### config.mk
export PLATFORM = sky130hd
export DESIGN_NAME = serial_adder
export DESIGN_NICKNAME = d
export VERILOG_FILES = /design/src/rtl/serial_adder_pkg.sv /design/src/rtl/full_adder.sv /design/src/rtl/serial_adder.sv
export SDC_FILE = /design/constraint.sdc
export NUM_CORES = 1
export LEC_CHECK = 0
export CORE_MARGIN = 4
export CORE_UTILIZATION = 46
export CTS_CLUSTER_SIZE = 28
export DETAILED_ROUTE_END_ITERATION = 8
export PLACE_DENSITY = 0.73
export SYNTH_ARGS = -nofsm -noshare
export SYNTH_HDL_FRONTEND = slang
export SYNTH_SLANG_ARGS = --single-unit
### constraint.sdc
create_clock -name clk_i -period 1.75 [get_ports clk_i]
set_input_delay 0.175 -clock clk_i [delete_from_list [all_inputs] [get_ports clk_i]]
set_output_delay 0.175 -clock clk_i [all_outputs]
set_load 0.05 [all_outputs]
### src/rtl/serial_adder_pkg.sv
// Shared types and helpers for the bit-serial adder.
package serial_adder_pkg;

    typedef enum logic [1:0] {
        IDLE = 2'd0,
        RUN  = 2'd1,
        DONE = 2'd2
    } state_t;

    localparam int unsigned SERIAL_ADDER_DEFAULT_WIDTH = 8;

    // Bit-counter width; at least one bit so WIDTH=1 still has a counter.
    function automatic int unsigned cnt_width(input int w);
        return (w > 1) ? int'($clog2(w)) : 1;
    endfunction

endpackage

### src/rtl/full_adder.sv
// Single-bit combinational full adder: the one arithmetic cell of serial_adder.
module full_adder (
    input  logic a_i,
    input  logic b_i,
    input  logic c_i,
    output logic sum_o,
    output logic carry_o
);

    assign sum_o   = a_i ^ b_i ^ c_i;
    assign carry_o = (a_i & b_i) | (a_i & c_i) | (b_i & c_i);

endmodule

### src/rtl/serial_adder.sv
// Bit-serial adder: LSB-first, one bit per clock, valid/ready on both sides.
// Define SERIAL_ADDER_OVF_EN to add the signed-overflow output ovf_o.
module serial_adder
    import serial_adder_pkg::*;
#(
    parameter int unsigned WIDTH = SERIAL_ADDER_DEFAULT_WIDTH
) (
    input  logic             clk_i,
    input  logic             rst_i,
    input  logic             valid_i,
    output logic             ready_o,
    input  logic [WIDTH-1:0] a_i,
    input  logic [WIDTH-1:0] b_i,
    input  logic             c_i,
    output logic             valid_o,
    input  logic             ready_i,
    output logic [WIDTH-1:0] sum_o,
    output logic             carry_o
`ifdef SERIAL_ADDER_OVF_EN
   ,output logic             ovf_o
`endif
);

    localparam int unsigned     CW       = cnt_width(WIDTH);
    localparam logic [CW-1:0]   CNT_LAST = CW'(WIDTH - 1);

    state_t           state_q, state_d;
    logic [CW-1:0]    cnt_q, cnt_d;
    logic [WIDTH-1:0] a_q, a_d, b_q, b_d, sum_q, sum_d;
    logic             carry_q, carry_d;
    logic             fa_sum, fa_co;
    logic             last_bit;

    full_adder u_full_adder (
        .a_i     (a_q[0]),
        .b_i     (b_q[0]),
        .c_i     (carry_q),
        .sum_o   (fa_sum),
        .carry_o (fa_co)
    );

    assign last_bit = (state_q == RUN) && (cnt_q == CNT_LAST);

    always_comb begin
        state_d = state_q;
        cnt_d   = cnt_q;
        a_d     = a_q;
        b_d     = b_q;
        sum_d   = sum_q;
        carry_d = carry_q;
        unique case (state_q)
            IDLE: begin
                if (valid_i) begin
                    a_d     = a_i;
                    b_d     = b_i;
                    carry_d = c_i;
                    cnt_d   = '0;
                    state_d = RUN;
                end
            end
            RUN: begin
                // New sum bit enters at the MSB; after WIDTH shifts bit 0 is the LSB.
                sum_d   = (sum_q >> 1) | (WIDTH'(fa_sum) << (WIDTH - 1));
                a_d     = a_q >> 1;
                b_d     = b_q >> 1;
                carry_d = fa_co;
                if (last_bit) begin
                    state_d = DONE;
                end else begin
                    cnt_d = cnt_q + CW'(1);
                end
            end
            DONE: begin
                if (ready_i) begin
                    state_d = IDLE;
                end
            end
            default: state_d = IDLE;
        endcase
    end

    always_ff @(posedge clk_i or posedge rst_i) begin
        if (rst_i) begin
            state_q <= IDLE;
            cnt_q   <= '0;
            a_q     <= '0;
            b_q     <= '0;
            sum_q   <= '0;
            carry_q <= 1'b0;
        end else begin
            state_q <= state_d;
            cnt_q   <= cnt_d;
            a_q     <= a_d;
            b_q     <= b_d;
            sum_q   <= sum_d;
            carry_q <= carry_d;
        end
    end

`ifdef SERIAL_ADDER_OVF_EN
    logic ovf_q;

    // Signed overflow: carry into the MSB differs from carry out of it.
    always_ff @(posedge clk_i or posedge rst_i) begin
        if (rst_i) begin
            ovf_q <= 1'b0;
        end else if (last_bit) begin
            ovf_q <= carry_q ^ fa_co;
        end
    end

    assign ovf_o = ovf_q;
`else
    // Overflow tracking not built.
`endif

    assign ready_o = (state_q == IDLE);
    assign valid_o = (state_q == DONE);
    assign sum_o   = sum_q;
    assign carry_o = carry_q;

endmodule

### After elaboration in Yosys (flattened, before gate mapping)

Cells that the tools add are included.
W data, S select, Z words.

* output and inout port bits: 11
* logic and storage cells: 41
* bits in registers: 30
* input port bits: 21

* add/subtract/negate cells: 1
* bitwise gates (word level): 8
* reduce and logical (&&, ||, !) cells: 6
* mux-type cells: 13
* equal/unequal tests: 7

Operators by type and width (count)
* $pmux W8 S2: 2
* $mux W8: 2
* $or A7 B8 Y8: 1
* $mux W2: 3
* $mux W3: 2
* $ne A2 B2 Y1 const B: 3
* $pmux W2 S3: 1
* $pmux W3 S2: 1
* $reduce_and A3 Y1: 2
* $add A3 B1 Y3 const B: 1
* $and A1 B1 Y1: 3
* $eq A3 B3 Y1 const B: 1
* $eq A2 B1 Y1 const B: 1
* $eq A2 B2 Y1 const B: 1
* $logic_not A2 Y1: 1
* $ne A2 B1 Y1 const B: 1
* $or A1 B1 Y1: 2
* $pmux W1 S2: 1
* $reduce_and A2 Y1: 1
* $reduce_bool A2 Y1: 1
* $xor A1 B1 Y1: 2
* $logic_and A1 B1 Y1: 1
* $mux W1: 1

### Depth between registers and ports, before layout

* word-level depth: 4
* depth in mapped cells: 6
* mapped depth without buffers: 5

### By module

Synthesis repeated with hierarchy kept, for this count alone.

* cell total of the unflattened synthesis: 132
* area total of the unflattened synthesis: 1442.6 um^2

By module, submodules not included
* serial_adder: seq. area each 750.7 um^2, area each 1422.6 um^2, times used 1, cells each 131
* full_adder: seq. area each 0.0 um^2, area each 20.0 um^2, times used 1, cells each 1

### Worst setup path after synthesis

No wires, ideal clock.

* path kind: register -> register
* start: register carry_q (netlist: carry_o)
* end: register sum_q[7] (netlist: sum_o[7])
* path buffers: 0
* setup time: 125 ps
* slack: 236 ps
* arrival: 1390 ps
* required time: 1625 ps
* cell stages (with the launch flop): 3
* period minus slack after synthesis: 1514 ps
* path through: dfrtp_1 -> fa_1 -> mux2_2

* longest elaborated chain between the ends: 2

RTL lines
* start: declaration: RTL line serial_adder.sv:30 `logic carry_q, carry_d;`
* start signal: assignment: RTL line serial_adder.sv:96 `carry_q <= carry_d;`
* $xor A1 B1 Y1: RTL line full_adder.sv:10 `assign sum_o = a_i ^ b_i ^ c_i;`
* via fa_sum: RTL line serial_adder.sv:31 `logic fa_sum, fa_co;`
* $or A7 B8 Y8: RTL line serial_adder.sv:63 `sum_d = (sum_q >> 1) | (WIDTH'(fa_sum) << (WIDTH - 1));`
* end signal: assignment: RTL line serial_adder.sv:95 `sum_q <= sum_d;`
* end: declaration: RTL line serial_adder.sv:29 `logic [WIDTH-1:0] a_q, a_d, b_q, b_d, sum_q, sum_d;`

The timed path passes the listed nets, and every way through them passes these cells.
A chain may end at the register's enable or synchronous reset.

### Final worst setup path

* start: register sum_q[7] (netlist: sum_o[7])
* end: output port sum_o[7]

RTL lines
* end: declaration: RTL line serial_adder.sv:17 `output logic [WIDTH-1:0] sum_o,`

No word-level cell between the ends.

==> metrics <==
GRT overflow=0; routability cong.=between 0.8 and 0.9; Core Rows=19; # IOs=32; total power=around 3.4 mW; Clock Skew=between 0.01 and 0.015 ns; Synth cell types=26; YS warnings=0; CP arrival=1.52 ns; postcts setup bufs=0; Layout area overhead=27.6%; RSZ-0062 raised after global routing=false; DRC=0; Initial DRC Count=50; Final Cycle Share=between 90% and 100%; global-route wire length before repair=around 5100 microns; synthesized instance count=around 130; layout cell share with drive strength beyond 1=approximately 17%; Starting Density=approximately half; final wirelength=approximately 3000 microns; Port Buf Inserts=31; total number of vias=between 1000 and 1500; setup ws final=around 0.054 ns; Crit. End Element=output pin; post-detailed-route count of antenna-violating nets=0; Max IR drop VDD=around 0.9 mV; TritonCTS clock tree=done; Num CTS Buffers=5; FMAX=590 MHz; Worst Path Buf+Inv=1; sequential area share after synthesis=53.1%; data required time of the worst path=about 1.6 ns; slowest CP cell=clkdlybuf4s50_1; die height=between 60 and 70 microns; Setup TNS=0 ns; status=complete, no violations; Tmin final=roughly 1.7 ns; GRT Resource Usage Total=about 16%; Pleak=0.773 nW; PwrDens=approximately 1900 mW/mm^2; root buffer cell=clkbuf_4; # diodes=0; slowest stage delay, CP=0.81 ns; syn_area_per_cell=roughly 11 sq um; pre-CTS worst setup slack=about 0.30 ns; Worst-path clk slew=~0.11 ns; max-slew violations=0; Final nets=184; WL per Instance=~16 microns; CP cell instances=clkdlybuf4s50_1; syn_nets=~150; CP startpoint kind=flop; Worst Setup Path Type=flop to output pin; H-tree Lvls=2; Hold WC Path Type=input pin to async pin; antenna violations before repair=0; CTS max path bufs=2; Die W=~63 microns; Synth Cell Area=0.00141 sq mm; Clk Latency, worst-skew pair=around 0.34 ns; Post-DP HPWL=2020 microns; largest net degree at the start of global routing=31; flops & latches, synth=30; Crit path max-delay family=buffers and inverters; Rel. slew slack=approximately 66%; final hold vios=0; 1st-pass router iterations=4; Critical Path Fanout Max=3; Clock Sinks=30; routed vias/inst=about 6; Worst-Margin Slew=a little over 0.5 ns; Die Area=0.00402 sq mm; Setup Viol. Count Final=0; Max Cap Viol=0; core area=~0.0029 sq mm; vias in the first global route=~1100
cells by family (layout without fill, tap and decap cells):
kind of cell    after synthesis  count (layout)  synth area share (%)
buf+inv                      13              47                  6.38
compound gates               60              60                  24.4
simple gates                 13              13                  5.14
mux                           8               8                  7.71
fa+ha+maj                     3               3                  3.19
flops                        30              30                  53.1
cell usage after synthesis:
master    count  share of area (%)
dfrtp_1      30                 53
o22ai_1      30                 13
a21oi_1      17                6.0
o21ai_0      10                3.5
buf_2         5                1.8
mux2_4        5                5.3
nor2_1        4                1.1
mux2_2        3                2.4
nand2_1       3               0.80
a22oi_1       2                1.1
buf_6         2                1.6
ha_1          2                1.8
buf_12        1                1.4
buf_4         1               0.53
clkbuf_1      1               0.27
clkinv_1      1               0.27
fa_1          1                1.4
inv_1         1               0.27
inv_2         1               0.27
nand2b_2      1               0.62
nand2b_4      1               0.97
nand3_1       1               0.35
nor2b_1       1               0.44
nor3_1        1               0.35
o31ai_1       1               0.53
or2b_1        1               0.53
metal layers:
metal	routed length, microns	global-route usage, %
met4	35	6.74
met2	1480	26.6
met5	0	0
met1	1310	19.1
met3	186	6.39
worst paths after layout:
| path | cells after the start | end | slack (ns) | startpoint |
|---|---|---|---|---|
| worst max register to register | 5 | cnt_q[1] | 0.36 | cnt_q[0] |
| worst min-delay path | 3 | sum_o[4] | 0.20 | rst_i |
| max in group asynchronous | 3 | state_q[1] | 1.23 | rst_i |
| worst max-delay path | 1 | sum_o[7] | 0.05 | sum_o[7] |
| worst min register to register | 2 | b_q[7] | 0.53 | b_q[7] |
| min in group clk_i | 2 | state_q[1] | 0.39 | ready_i |
where the power goes:
part	switching, mW	total (mW)	internal, mW
logic	0.932	1.65	0.719
registers	0.276	1.30	1.02
clock network	0.257	0.450	0.193
total	1.47	3.40	1.93
repair_timing:
item / 4_1_cts / 5_1_grt
gates resized for setup: 2 / 6
hold buffers: 0 / 0
setup endpoints to repair: 2 / 6
hold endpoints to repair: 0 / 0
placed cells by master, fill, tap and decap left out, drive strengths merged, types with 3 or more instances in the layout:
master	Yosys	layout
mux2	8	8
nand2	3	3
o21ai	10	10
a21oi	17	17
dlymetal6s2s	0	5
clkbuf	1	6
o22ai	30	30
dfrtp	30	30
nor2	4	4
clkdlybuf4s50	0	22
buf	9	7
per-stage QoR:
step | util, % | instances | cell area (sq um) | hold WS [ns]
floorplan | - | 127 | 1410 | 0.261
global placement | 60.6 | 184 | 1730 | 0.500
detailed placement | 60.6 | 184 | 1730 | 0.503
CTS | 62.7 | 192 | 1790 | 0.225
global route | 63.2 | 192 | 1800 | 0.241
finish | 63.2 | 192 | 1800 | 0.204
state kept, by name, summed over array words and instances, names as in the netlist:
register	flops
cnt_q	3
a_q	8
state_q	2
b_q	8
sum_o	8
carry_o	1
area by class of cell:
type,count,area (sq um)
Fill cell,248,1050
Sequential cell,30,752
Multi-Input combinational cell,84,572
Timing Repair Buffer,36,365
Clock buffer,6,51.3
Tap cell,31,38.8
Clock inverter,2,12.5
Inverter,3,11.3
(Power assumes the default switching activity.)
